[config.mk]
export PLATFORM = sky130hd
export DESIGN_NAME = am_demod
export DESIGN_NICKNAME = d
export VERILOG_FILES = /design/src/rtl/am_demod_pkg.sv /design/src/rtl/am_boxcar.sv /design/src/rtl/am_demod.sv
export SDC_FILE = /design/constraint.sdc
export NUM_CORES = 1
export LEC_CHECK = 0
export ABC_AREA = 1
export CAP_MARGIN = 20
export CELL_PAD_IN_SITES_DETAIL_PLACEMENT = 1
export CELL_PAD_IN_SITES_GLOBAL_PLACEMENT = 1
export CORE_ASPECT_RATIO = 1.2
export CORE_MARGIN = 3
export CORE_UTILIZATION = 45
export DETAILED_ROUTE_END_ITERATION = 12
export PLACE_DENSITY = 0.85
export SKIP_LAST_GASP = 1
export SYNTH_ARGS = -nofsm -noshare
export SYNTH_HDL_FRONTEND = slang
export SYNTH_SLANG_ARGS = --single-unit
[constraint.sdc]
create_clock -name clk -period 5.5 [get_ports clk]
set_clock_uncertainty 0.2 [all_clocks]
set_input_delay 0.55 -clock clk [delete_from_list [all_inputs] [get_ports clk]]
set_output_delay 0.55 -clock clk [all_outputs]
set_load 0.01 [all_outputs]
[src/rtl/am_demod_pkg.sv]
// Shared types and width helpers for the AM envelope demodulator.
// Imported by the top-level detector and the boxcar smoother.
package am_demod_pkg;

  typedef enum logic [1:0] {
    ST_IDLE = 2'd0,
    ST_POS  = 2'd1,
    ST_NEG  = 2'd2
  } state_e;

  localparam int LOCK_COUNT = 3;
  localparam int LOCK_W     = 2;

  // Half-period counter must be able to hold MAX_HALF itself.
  function automatic int cnt_width(input int max_half);
    return $clog2(max_half + 1);
  endfunction

  function automatic int sum_width(input int data_w, input int avg_log2);
    return data_w + avg_log2;
  endfunction

endpackage

[src/rtl/am_boxcar.sv]
// Running-sum boxcar over the last 2^AVG_LOG2 half-cycle peaks.
// Output and valid are registered: one pulse per accepted push, value held between pushes.
module am_boxcar
  import am_demod_pkg::*;
#(
  parameter int DATA_W   = 16,
  parameter int AVG_LOG2 = 2
) (
  input  logic              clk,
  input  logic              rst,
  input  logic              in_valid,
  input  logic [DATA_W-1:0] in_data,
  output logic              out_valid,
  output logic [DATA_W-1:0] out_data
);

  localparam int DEPTH = 1 << AVG_LOG2;
  localparam int SUM_W = sum_width(DATA_W, AVG_LOG2);

  logic [DATA_W-1:0]   ring_r [DEPTH];
  logic [AVG_LOG2-1:0] wr_ptr_r;
  logic [SUM_W-1:0]    sum_r;
  logic [SUM_W-1:0]    sum_next_s;
  logic                out_valid_r;
  logic [DATA_W-1:0]   out_data_r;

  // Next running sum: add the new peak, retire the one it overwrites.
  always_comb begin
    sum_next_s = sum_r + SUM_W'(in_data) - SUM_W'(ring_r[wr_ptr_r]);
  end

  // Ring, pointer, sum and registered output.
  always_ff @(posedge clk) begin
    if (rst) begin
      for (int i = 0; i < DEPTH; i++) begin
        ring_r[i] <= '0;
      end
      wr_ptr_r    <= '0;
      sum_r       <= '0;
      out_valid_r <= 1'b0;
      out_data_r  <= '0;
    end else begin
      out_valid_r <= in_valid;
      if (in_valid) begin
        ring_r[wr_ptr_r] <= in_data;
        wr_ptr_r         <= wr_ptr_r + AVG_LOG2'(1);
        sum_r            <= sum_next_s;
        out_data_r       <= sum_next_s[SUM_W-1:AVG_LOG2];
      end else begin
        wr_ptr_r   <= wr_ptr_r;
        sum_r      <= sum_r;
        out_data_r <= out_data_r;
      end
    end
  end

  assign out_valid = out_valid_r;
  assign out_data  = out_data_r;

endmodule

[src/rtl/am_demod.sv]
// AM envelope demodulator: hysteresis half-cycle tracker, per-half peak capture,
// carrier lock qualification, and a boxcar-smoothed envelope output.
module am_demod
  import am_demod_pkg::*;
#(
  parameter int DATA_W   = 16,
  parameter int HYST     = 256,
  parameter int AVG_LOG2 = 2,
  parameter int MIN_HALF = 2,
  parameter int MAX_HALF = 1024
) (
  input  logic                     clk,
  input  logic                     rst,
  input  logic                     in_valid,
  input  logic signed [DATA_W-1:0] in_data,
  output logic                     out_valid,
  output logic        [DATA_W-1:0] out_env,
  output logic                     carrier_lock
);

  localparam int CNT_W = cnt_width(MAX_HALF);

  localparam logic signed [DATA_W-1:0] hyst_pos_c = DATA_W'(HYST);
  localparam logic signed [DATA_W-1:0] hyst_neg_c = DATA_W'(-HYST);
  localparam logic [DATA_W-1:0] abs_max_c = {1'b0, {(DATA_W-1){1'b1}}};
  localparam logic [DATA_W-1:0] neg_min_c = {1'b1, {(DATA_W-1){1'b0}}};
  localparam logic [CNT_W-1:0]  cnt_one_c  = CNT_W'(1);
  localparam logic [CNT_W-1:0]  min_half_c = CNT_W'(MIN_HALF);
  localparam logic [CNT_W-1:0]  max_half_c = CNT_W'(MAX_HALF);
  localparam logic [CNT_W-1:0]  tmo_cnt_c  = CNT_W'(MAX_HALF - 1);
  localparam logic [LOCK_W-1:0] lock_max_c = LOCK_W'(LOCK_COUNT);

  // The most-negative code has no positive twin; clamp it to full scale.
  function automatic logic [DATA_W-1:0] rectify(input logic signed [DATA_W-1:0] x);
    logic [DATA_W-1:0] r;
    if (x == neg_min_c) begin
      r = abs_max_c;
    end else if (x[DATA_W-1]) begin
      r = $unsigned(-x);
    end else begin
      r = $unsigned(x);
    end
    return r;
  endfunction

  state_e            state_r;
  logic [DATA_W-1:0] peak_r;
  logic [CNT_W-1:0]  cnt_r;
  logic [LOCK_W-1:0] lock_cnt_r;
  logic              carrier_lock_r;

  logic [DATA_W-1:0] abs_s;
  logic [DATA_W-1:0] peak_max_s;
  logic              above_s;
  logic              below_s;
  logic              cross_s;
  logic              push_s;
  logic              timeout_s;
  logic              in_range_s;
  logic [LOCK_W-1:0] lock_next_s;

  // Sample classification and crossing/timeout decode for the current sample.
  always_comb begin
    abs_s      = rectify(in_data);
    above_s    = (in_data > hyst_pos_c);
    below_s    = (in_data < hyst_neg_c);
    peak_max_s = (abs_s > peak_r) ? abs_s : peak_r;
    cross_s    = 1'b0;
    case (state_r)
      ST_POS:  cross_s = below_s;
      ST_NEG:  cross_s = above_s;
      ST_IDLE: cross_s = 1'b0;
      default: cross_s = 1'b0;
    endcase
    push_s     = in_valid & cross_s;
    // A crossing sample always wins over a timeout on the same sample.
    timeout_s  = in_valid & ~cross_s & (state_r != ST_IDLE) & (cnt_r == tmo_cnt_c);
    in_range_s = (cnt_r >= min_half_c) && (cnt_r <= max_half_c);
  end

  // Lock counter next value: qualify each completed half-period.
  always_comb begin
    lock_next_s = lock_cnt_r;
    if (push_s) begin
      if (!in_range_s) begin
        lock_next_s = '0;
      end else if (lock_cnt_r != lock_max_c) begin
        lock_next_s = lock_cnt_r + LOCK_W'(1);
      end else begin
        lock_next_s = lock_cnt_r;
      end
    end else if (timeout_s) begin
      lock_next_s = '0;
    end else begin
      lock_next_s = lock_cnt_r;
    end
  end

  // Hysteresis half-cycle tracker with peak and half-period counter.
  always_ff @(posedge clk) begin
    if (rst) begin
      state_r <= ST_IDLE;
      peak_r  <= '0;
      cnt_r   <= '0;
    end else if (in_valid) begin
      case (state_r)
        ST_IDLE: begin
          // Entering from IDLE only aligns phase; the partial half is not emitted.
          if (above_s) begin
            state_r <= ST_POS;
            peak_r  <= abs_s;
            cnt_r   <= cnt_one_c;
          end else if (below_s) begin
            state_r <= ST_NEG;
            peak_r  <= abs_s;
            cnt_r   <= cnt_one_c;
          end else begin
            state_r <= ST_IDLE;
          end
        end
        ST_POS, ST_NEG: begin
          if (cross_s) begin
            state_r <= (state_r == ST_POS) ? ST_NEG : ST_POS;
            peak_r  <= abs_s;
            cnt_r   <= cnt_one_c;
          end else if (timeout_s) begin
            state_r <= ST_IDLE;
            peak_r  <= '0;
            cnt_r   <= '0;
          end else begin
            peak_r  <= peak_max_s;
            cnt_r   <= cnt_r + cnt_one_c;
          end
        end
        default: begin
          state_r <= ST_IDLE;
          peak_r  <= '0;
          cnt_r   <= '0;
        end
      endcase
    end else begin
      state_r <= state_r;
    end
  end

  // Lock state register; the output is registered alongside the envelope pulse.
  always_ff @(posedge clk) begin
    if (rst) begin
      lock_cnt_r     <= '0;
      carrier_lock_r <= 1'b0;
    end else begin
      lock_cnt_r     <= lock_next_s;
      carrier_lock_r <= (lock_next_s == lock_max_c);
    end
  end

  am_boxcar #(
    .DATA_W   (DATA_W),
    .AVG_LOG2 (AVG_LOG2)
  ) u_boxcar (
    .clk       (clk),
    .rst       (rst),
    .in_valid  (push_s),
    .in_data   (peak_r),
    .out_valid (out_valid),
    .out_data  (out_env)
  );

  assign carrier_lock = carrier_lock_r;

endmodule

[Word-level counts from Yosys, hierarchy flattened]
Memory sizes are Yosys's and may differ from the RTL's. A register that Yosys moved wholly into a read port is not among the register bits.
Index checks and enable logic that the tools add are counted.
Storage, ports and cells
  logic and storage cells: 77
  bits in writable memories: 64
  memories kept: 1
  flip-flop bits (word level): 69
Memories
  u_boxcar.ring_r: depth 4, width 16, read ports 1, clocked after Yosys merged registers in 1, wr ports 4, line am_boxcar.sv:20  | logic [DATA_W-1:0] ring_r [DEPTH];
Cells by class
  reductions and logical operators: 8
  equality and inequality tests: 9
  add/subtract/negate cells: 6
  order comparisons: 5
  multiplexer cells: 34
  bitwise operators: 5
Operators with widths (number)
  16-bit two-way mux: 8
  11-bit two-way mux: 4
  16-bit one-hot mux with 2 select lines: 1
  2-bit two-way mux: 12
  11-bit one-hot mux with 2 select lines: 1
  18-bit by 16-bit adder with 18-bit output: 1
  18-bit by 16-bit subtractor with 18-bit output: 1
  16-bit equality test (second input constant): 1
  16-bit by 10-bit > comparator with 1-bit output (second input constant): 1
  16-bit > comparator: 1
  16-bit by 9-bit < comparator with 1-bit output (second input constant): 1
  16-bit negator: 1
  16-bit OR reduction: 1
  11-bit by 1-bit adder with 11-bit output (second input constant): 1
  11-bit by 10-bit equality test with 1-bit output (second input constant): 1
  11-bit by 2-bit >= comparator with 1-bit output (second input constant): 1
  11-bit less-or-equal comparator (second input constant): 1
  1-bit two-way mux: 6
  3-bit != test (second input constant): 2
  2-bit by 1-bit adder with 2-bit output (second input constant): 2
  1-bit AND: 4
  2-bit equality test (second input constant): 2
  4-bit != test (second input constant): 1
  2-bit one-hot mux with 2 select lines: 1
  10 further kinds: 11

[Logic depth before layout (Yosys ltp)]
Gate-level depths: netlist of run 1.
  depth in word-level cells: 9
  depth in mapped cells: 24
  gate-level depth less buffers: 22

[Modules after synthesis]
Synthesis of run 1 repeated with hierarchy kept, for this count alone.
Unflattened totals
  cells, all modules: 1030
  area, all modules: 7825.0 µm²
Modules (own cells, without submodules)
  am_boxcar: area each 5023.6 µm², times used 1, cells each 581
  am_demod: area each 2801.4 µm², times used 1, cells each 449

[Worst setup path before layout of run 1]
Ideal clock, no wire load.
  kind: in2reg
  start: input in_data[0]
  end: memory u_boxcar.ring_r[3][0] (enable)
  cell stages on the path: 11
  data arrival time: 2.725 ns
  slack: 2.161 ns
  path through: inv_1 ha_1 nand3_2 nor2_4 nand2_2 nand3_4 nand2_4 nand3_4 inv_4 nand2_1 o21ai_0
RTL lines
  start: declaration: line am_demod.sv:15  | input logic signed [DATA_W-1:0] in_data,
  end: declaration: line am_boxcar.sv:20

==> flow_metrics.env, run 1 <==
export IMPL_critPathMaxFanout=32
export IMPL_clkPwrFrac_pct=38.5
export IMPL_worst_pin_slew_ps=899
export IMPL_final_period_utilization_pct=78.0
export IMPL_grt_first_pass_wirelength_um=33800
export IMPL_power_switching_uw=812
export IMPL_synth_main_ff_cell="edfxtp_1"
export IMPL_synthCells=956
export IMPL_syn_area_um2=7680
export IMPL_synthTopCellsByArea="edfxtp_1 (25%), dfxtp_1 (14%), nand2_1 (7.9%), nor2_1 (7.3%), ha_1 (6.7%)"
export IMPL_cts_tree="yes"
export IMPL_cts_hold_buf=0
export IMPL_ir_drop_mv=0.207
export IMPL_power_leakage_uw=0.00350
export IMPL_use_met1_pct=25.7
export IMPL_final_common_cell="nand2_1"
export IMPL_synth_nets=1032
export IMPL_first_iter_violations=261
export IMPL_cp_endpoint="u_boxcar.out_data[8]"
export IMPL_hp_class="reg -> reg"
export IMPL_swShare_pct=31.1
export IMPL_p_comb_share_pct=23.5
export IMPL_max_freq_ghz=0.233
export IMPL_core_area_um2=16500
export IMPL_fill_cells=2049
export IMPL_drc=0
export IMPL_hpwl_um=15100
export IMPL_multiInputGateArea_um2=3890
export IMPL_dieWidth_um=125
export IMPL_gr_usage_met2_pct=42.1
export IMPL_worstSetupPathType="reg -> reg"
export IMPL_crit_family="compound AO/OA/AOI/OAI gates"
export IMPL_rows=51
export IMPL_gr_usage_all_layers_pct=22.4
export IMPL_drt_antenna_violating_nets=0
export IMPL_final_max_slew_violation_count=0
export IMPL_yosysTopAreaCell="edfxtp_1"
export IMPL_worstHoldStart="peak_r[7]"
export IMPL_drive_gt1_share_pct=8.01
export IMPL_slew_headroom_pct=40.0
export IMPL_post_cts_buffers=0
export IMPL_dr_pass1_iters=4
export IMPL_worst_ep_arrival_time_ps=4420
export IMPL_maxCapViolCount=0
export IMPL_power_internal_uw=1790
export IMPL_htreeDepth=4
export IMPL_vias=6428
export IMPL_r2r_cells=13
export IMPL_cts_resized=0
export IMPL_clock_path_buffers=2
export IMPL_crit_chain="inv_1 -> o21ai_0 -> o22ai_1 -> fa_1 -> fa_1 -> o21ai_0 -> a21oi_1 -> o21ai_0 -> nand3_1 -> nand2_1 -> xor2_1 -> nand2_1 -> o21ai_0"
export IMPL_pwr_share_seq_pct=38.1
export IMPL_overflow=0
export IMPL_synth_cell_types=46
export IMPL_antenna_found_initial=0
export IMPL_fin_setup_tns_ps=0
export IMPL_finalWirelength_um=19900
export IMPL_setup_viol=0
export IMPL_fp_dieH_um=149
export IMPL_vias_per_cell=5.37
export IMPL_slowest_delay_ps=650
export IMPL_use_met3_pct=3.44
export IMPL_pin_count=37
export IMPL_rsz0062_at_grt="false"
export IMPL_hold_viol_final=0
export IMPL_crit_required_ps=5630
export IMPL_avgRoutedWirePerCell_um=16.6
export IMPL_status="complete, no violations"
export IMPL_finalNetCount=1049
export IMPL_period_minus_slack_ps=4290
export IMPL_seq_area_frac_synth_pct=39.4
export IMPL_async_flop_share_pct=0
export IMPL_n_antenna_cell=0
export IMPL_syn_avg_cell_area_um2=8.03
export IMPL_hold_ws_ps=263
export IMPL_worstSkewPairLatency_ps=420
export IMPL_cp_end_kind="register"
export IMPL_place_congestion=0.868
export IMPL_synth_ff_latch_count=119
export IMPL_clk_pin_slew_worst_paths_ps=50
export IMPL_root_buffer="clkbuf_16"
export IMPL_powerDensity_nw_per_um2=304
export IMPL_numPortBuffers=36
export IMPL_grt_max_degree=33
export IMPL_grt_busiest_layer="met2"
export IMPL_grt_pass1_vias=6840
export IMPL_synth_top_area_share_pct=25.0
export IMPL_critPathBufInv=1
export IMPL_cp_common_cell="o21ai_0"
export IMPL_worst_r2r_setup_slack_ps=1210
export IMPL_numCtsBuffers=17
export IMPL_start_util_pct=46.7
export IMPL_slowest_stage="inv_1"
export IMPL_die_area_um2=18700
export IMPL_r2r_end="u_boxcar.out_data[8]"
export IMPL_seq_area_um2=3020
export IMPL_yosysWarnings=0
export IMPL_min_path_cells=2
export IMPL_syn_to_final_growth_pct=11.6
export IMPL_clock_sinks=119
export IMPL_cp_depth=13
export IMPL_final_cell_mix="nand2_1 (161), nor2_1 (149), inv_1 (121), edfxtp_1 (64), a21oi_1 (59)"
export IMPL_setup_worst_path_start_class="register"
export IMPL_synth_edf_count=64
## kinds of logic (layout without fill, tap and decap cells)
family	after synthesis	after routing	synth area share, %
buffers and inverters	169	199	9.99
AOI/OAI and AO/OA	170	170	12.6
DFF	119	119	39.4
adders and majority gates	57	57	10.8
and+or+nand+nor	417	417	24.5
xor gates and xnor gates	24	24	2.74
## worst min-delay path by stage
stage	to
2_1_floorplan	peak_r[10]
3_3_place_gp	peak_r[5]
3_5_place_dp	peak_r[6]
4_1_cts	peak_r[6]
5_1_grt	peak_r[8]
6_report	peak_r[7]
## metal layers
layer | routed length (µm) | vias up
li1 | - | 3163
met1 | 8470 | 3131
met2 | 10600 | 108
met3 | 546 | 26
met4 | 343 | 0
met5 | 0 | -
## power by group through the flow
stage	Combinational (µW)	Clock [µW]	Sequential, µW
floorplan	449	0	1000
global placement	586	0	1010
detailed placement	606	0	1010
CTS	614	1020	992
global route	692	1060	997
finish	612	1000	992
## registers in the layout, indices dropped and copies added, names as in the netlist, named ones only
name,cells
u_boxcar.sum_r,2
peak_r,16
carrier_lock,1
state_r,2
lock_cnt_r,2
u_boxcar.wr_ptr_r,2
u_boxcar.out_valid,1
cnt_r,11
u_boxcar.ring_r,64
u_boxcar.out_data,16
## Yosys cell counts (all sizes together) (3+ instances only)
cell type / number
nor2: 176
nand2: 169
inv: 125
edfxtp: 64
a21oi: 60
o21ai: 59
dfxtp: 55
nand3: 46
ha: 41
buf: 30
o22ai: 30
xor2: 18
fa: 16
clkbuf: 12
nor3: 10
nand4: 7
xnor2: 6
o31ai: 5
a21o: 3
nand3b: 3
nor4: 3
o211ai: 3
o21bai: 3
or2: 3
## stage by stage
stage          setup WS (ps)  cell area, µm²  std cells  power (µW)  util (%)
2_1_floorplan           2160            7680        956        1450         -
3_3_place_gp            1400            8060       1166        1590      48.9
3_5_place_dp            1290            8060       1166        1620      48.9
4_1_cts                 1240            8570       1198        2620      52.1
5_1_grt                  895            8570       1198        2750      52.1
6_report                1210            8570       1198        2610      52.1
## worst register-to-register path, delay by kind of cell (launching register included)
family / cells / cell delay, ps
AND/OR/NAND/NOR: 3 / 340
adder cells (fa/ha/maj): 2 / 970
XOR/XNOR: 1 / 160
flip-flops: 1 / 310
buffers and inverters: 1 / 650
AO/OA/AOI/OAI: 6 / 1560
## final cells by class
| cell class | instances | share of cell area (%) |
|---|---|---|
| multi-input combinational | 668 | 45.4 |
| timing repair buffer | 40 | 4.55 |
| inverter | 127 | 5.68 |
| sequential | 119 | 35.3 |
| clock inverter | 6 | 0.642 |
| clock buffer | 26 | 5.36 |
| tap | 212 | 3.09 |
(Power assumes the default switching activity.)
==> run 2, diff against run 1 <==
clock period = 4.5 ns   (was 5.5 ns; I/O delays follow)
==> run 2 against run 1 <==
  * Via count decreased by 0.59%
  * Worst hold slack got worse by 0.54 ps
  * Sequential cell count unchanged
  * Combinational power up 21%
  * Clock power grew 42%
==> flow_metrics.env, run 2 (same netlist as run 1, synthesis figures left out) <==
export IMPL_min_to="peak_r[14]"
export IMPL_cp_end_kind="register"
export IMPL_clock_path_buffers=2
export IMPL_grt_first_pass_wirelength_um=32800
export IMPL_vias=6390
export IMPL_r2r_cells=14
export IMPL_final_period_utilization_pct=86.6
export IMPL_worst_r2r_setup_slack_ps=600
export IMPL_fin_setup_tns_ps=0
export IMPL_powerDensity_nw_per_um2=388
export IMPL_slew_headroom_pct=48.7
export IMPL_numCtsBuffers=17
export IMPL_r2r_end="u_boxcar.out_data[10]"
export IMPL_drc=0
export IMPL_power_uw=3370
export IMPL_setup_viol=0
export IMPL_syn_to_final_growth_pct=13.2
export IMPL_regMostFlops="u_boxcar.ring_r"
export IMPL_dr_pass1_iters=4
export IMPL_grt_pass1_vias=6631
export IMPL_cts_resized=0
export IMPL_overflow=0
export IMPL_power_leakage_uw=0.00356
export IMPL_critPathMaxFanout=15
export IMPL_final_common_cell="nand2_1"
export IMPL_first_iter_violations=237
export IMPL_hpwl_um=15000
export IMPL_min_path_cells=2
export IMPL_instances_no_fill=1202
export IMPL_pin_count=37
export IMPL_n_antenna_cell=0
export IMPL_core_area_um2=16500
export IMPL_largest_reg_flops=64
export IMPL_cts_hold_buf=0
export IMPL_post_cts_buffers=0
export IMPL_ir_drop_mv=0.265
export IMPL_rsz0062_at_grt="false"
export IMPL_rows=51
export IMPL_vias_per_cell=5.32
export IMPL_setup_worst_path_start_class="register"
export IMPL_worst_ep_arrival_time_ps=3980
export IMPL_fp_dieH_um=149
export IMPL_avgRoutedWirePerCell_um=16.5
export IMPL_status="complete, no violations"
export IMPL_dieWidth_um=125
export IMPL_final_cell_mix="nand2_1 (161), nor2_1 (149), inv_1 (121), edfxtp_1 (64), a21oi_1 (59)"
export IMPL_drive_gt1_share_pct=8.69
export IMPL_worst_pin_slew_ps=767
export IMPL_worstSetupPathType="reg -> reg"
export IMPL_final_max_slew_violation_count=0
export IMPL_maxCapViolCount=0
export IMPL_cts_tree="yes"
export IMPL_root_buffer="clkbuf_16"
export IMPL_drt_antenna_violating_nets=0
export IMPL_start_util_pct=46.7
export IMPL_finalWirelength_um=19900
export IMPL_grt_max_degree=31
export IMPL_worstSkewPairLatency_ps=420
export IMPL_clock_sinks=119
export IMPL_clk_pin_slew_worst_paths_ps=60
export IMPL_gr_usage_all_layers_pct=22.0
export IMPL_die_area_um2=18700
export IMPL_max_freq_ghz=0.257
export IMPL_numPortBuffers=36
export IMPL_crit_required_ps=4590
export IMPL_period_minus_slack_ps=3900
export IMPL_worstHoldStart="peak_r[14]"
export IMPL_hold_viol_final=0
export IMPL_antenna_found_initial=0
export IMPL_placed_cells=1170
export IMPL_hp_class="reg -> reg"
export IMPL_finalNetCount=1053
export IMPL_place_congestion=0.923
export IMPL_htreeDepth=4
## run 2: critical path, stage by stage (launching register included)
cell	delay (ps)
dfxtp_1	490
inv_1	280
o21ai_0	270
o22ai_1	140
fa_1	520
inv_1	50
ha_1	350
a21oi_1	180
o21ai_0	170
a21oi_1	370
o21ai_0	140
buf_4	170
a21oi_1	180
xor2_1	160
o22ai_1	70
## run 2: report_power, final
group | switching, µW | leakage [µW] | internal [µW]
sequential | 25.9 | 0.00111 | 1190
clock | 486 | 0.000290 | 932
combinational | 487 | 0.00216 | 255
## run 2: area by class of cell
class                   instances  area, µm²
multi-input cells             668       3890
repair buffers                 44        420
clock inverters                11        156
flip-flops and latches        119       3020
fillers                      2019       7770
well taps                     212        265
inverters                     127        487
clock buffers                  21        450
## run 2: metrics by stage
stage | instance area (µm²) | utilization (%) | hold WS (ps) | setup slack (ps)
5_1_grt | 8690 | 52.8 | 279 | 298
6_report | 8690 | 52.8 | 262 | 605
3_5_place_dp | 8090 | 49.1 | 255 | 434
2_1_floorplan | 7680 | - | 239 | 1210
4_1_cts | 8690 | 52.8 | 264 | 610
3_3_place_gp | 8090 | 49.1 | 248 | 588
## run 2: worst max path at each step
stage	startpoint	endpoint	slack, ps	cells after the start
floorplan	register	u_boxcar.out_data[8]	1210	14
global placement	in_data[0]	peak_r[0]	590	18
detailed placement	in_data[0]	peak_r[0]	430	18
CTS	register	u_boxcar.out_data[10]	610	14
global route	register	u_boxcar.out_data[15]	300	15
finish	register	u_boxcar.out_data[10]	600	14
## run 2: layer usage
metal	share of wire [%]	vias to the layer above	track usage, %
met1	42	3094	25.2
met2	53	98	41.4
met3	2.8	28	4.44
met5	0	-	0
met4	1.5	0	6.34
li1	-	3170	-
==> run 3, diff against run 2 <==
CAP_MARGIN = unset   (was 20)
==> results of run 3 <==
No change in the layout: final DEF, timing and power equal those of run 2.
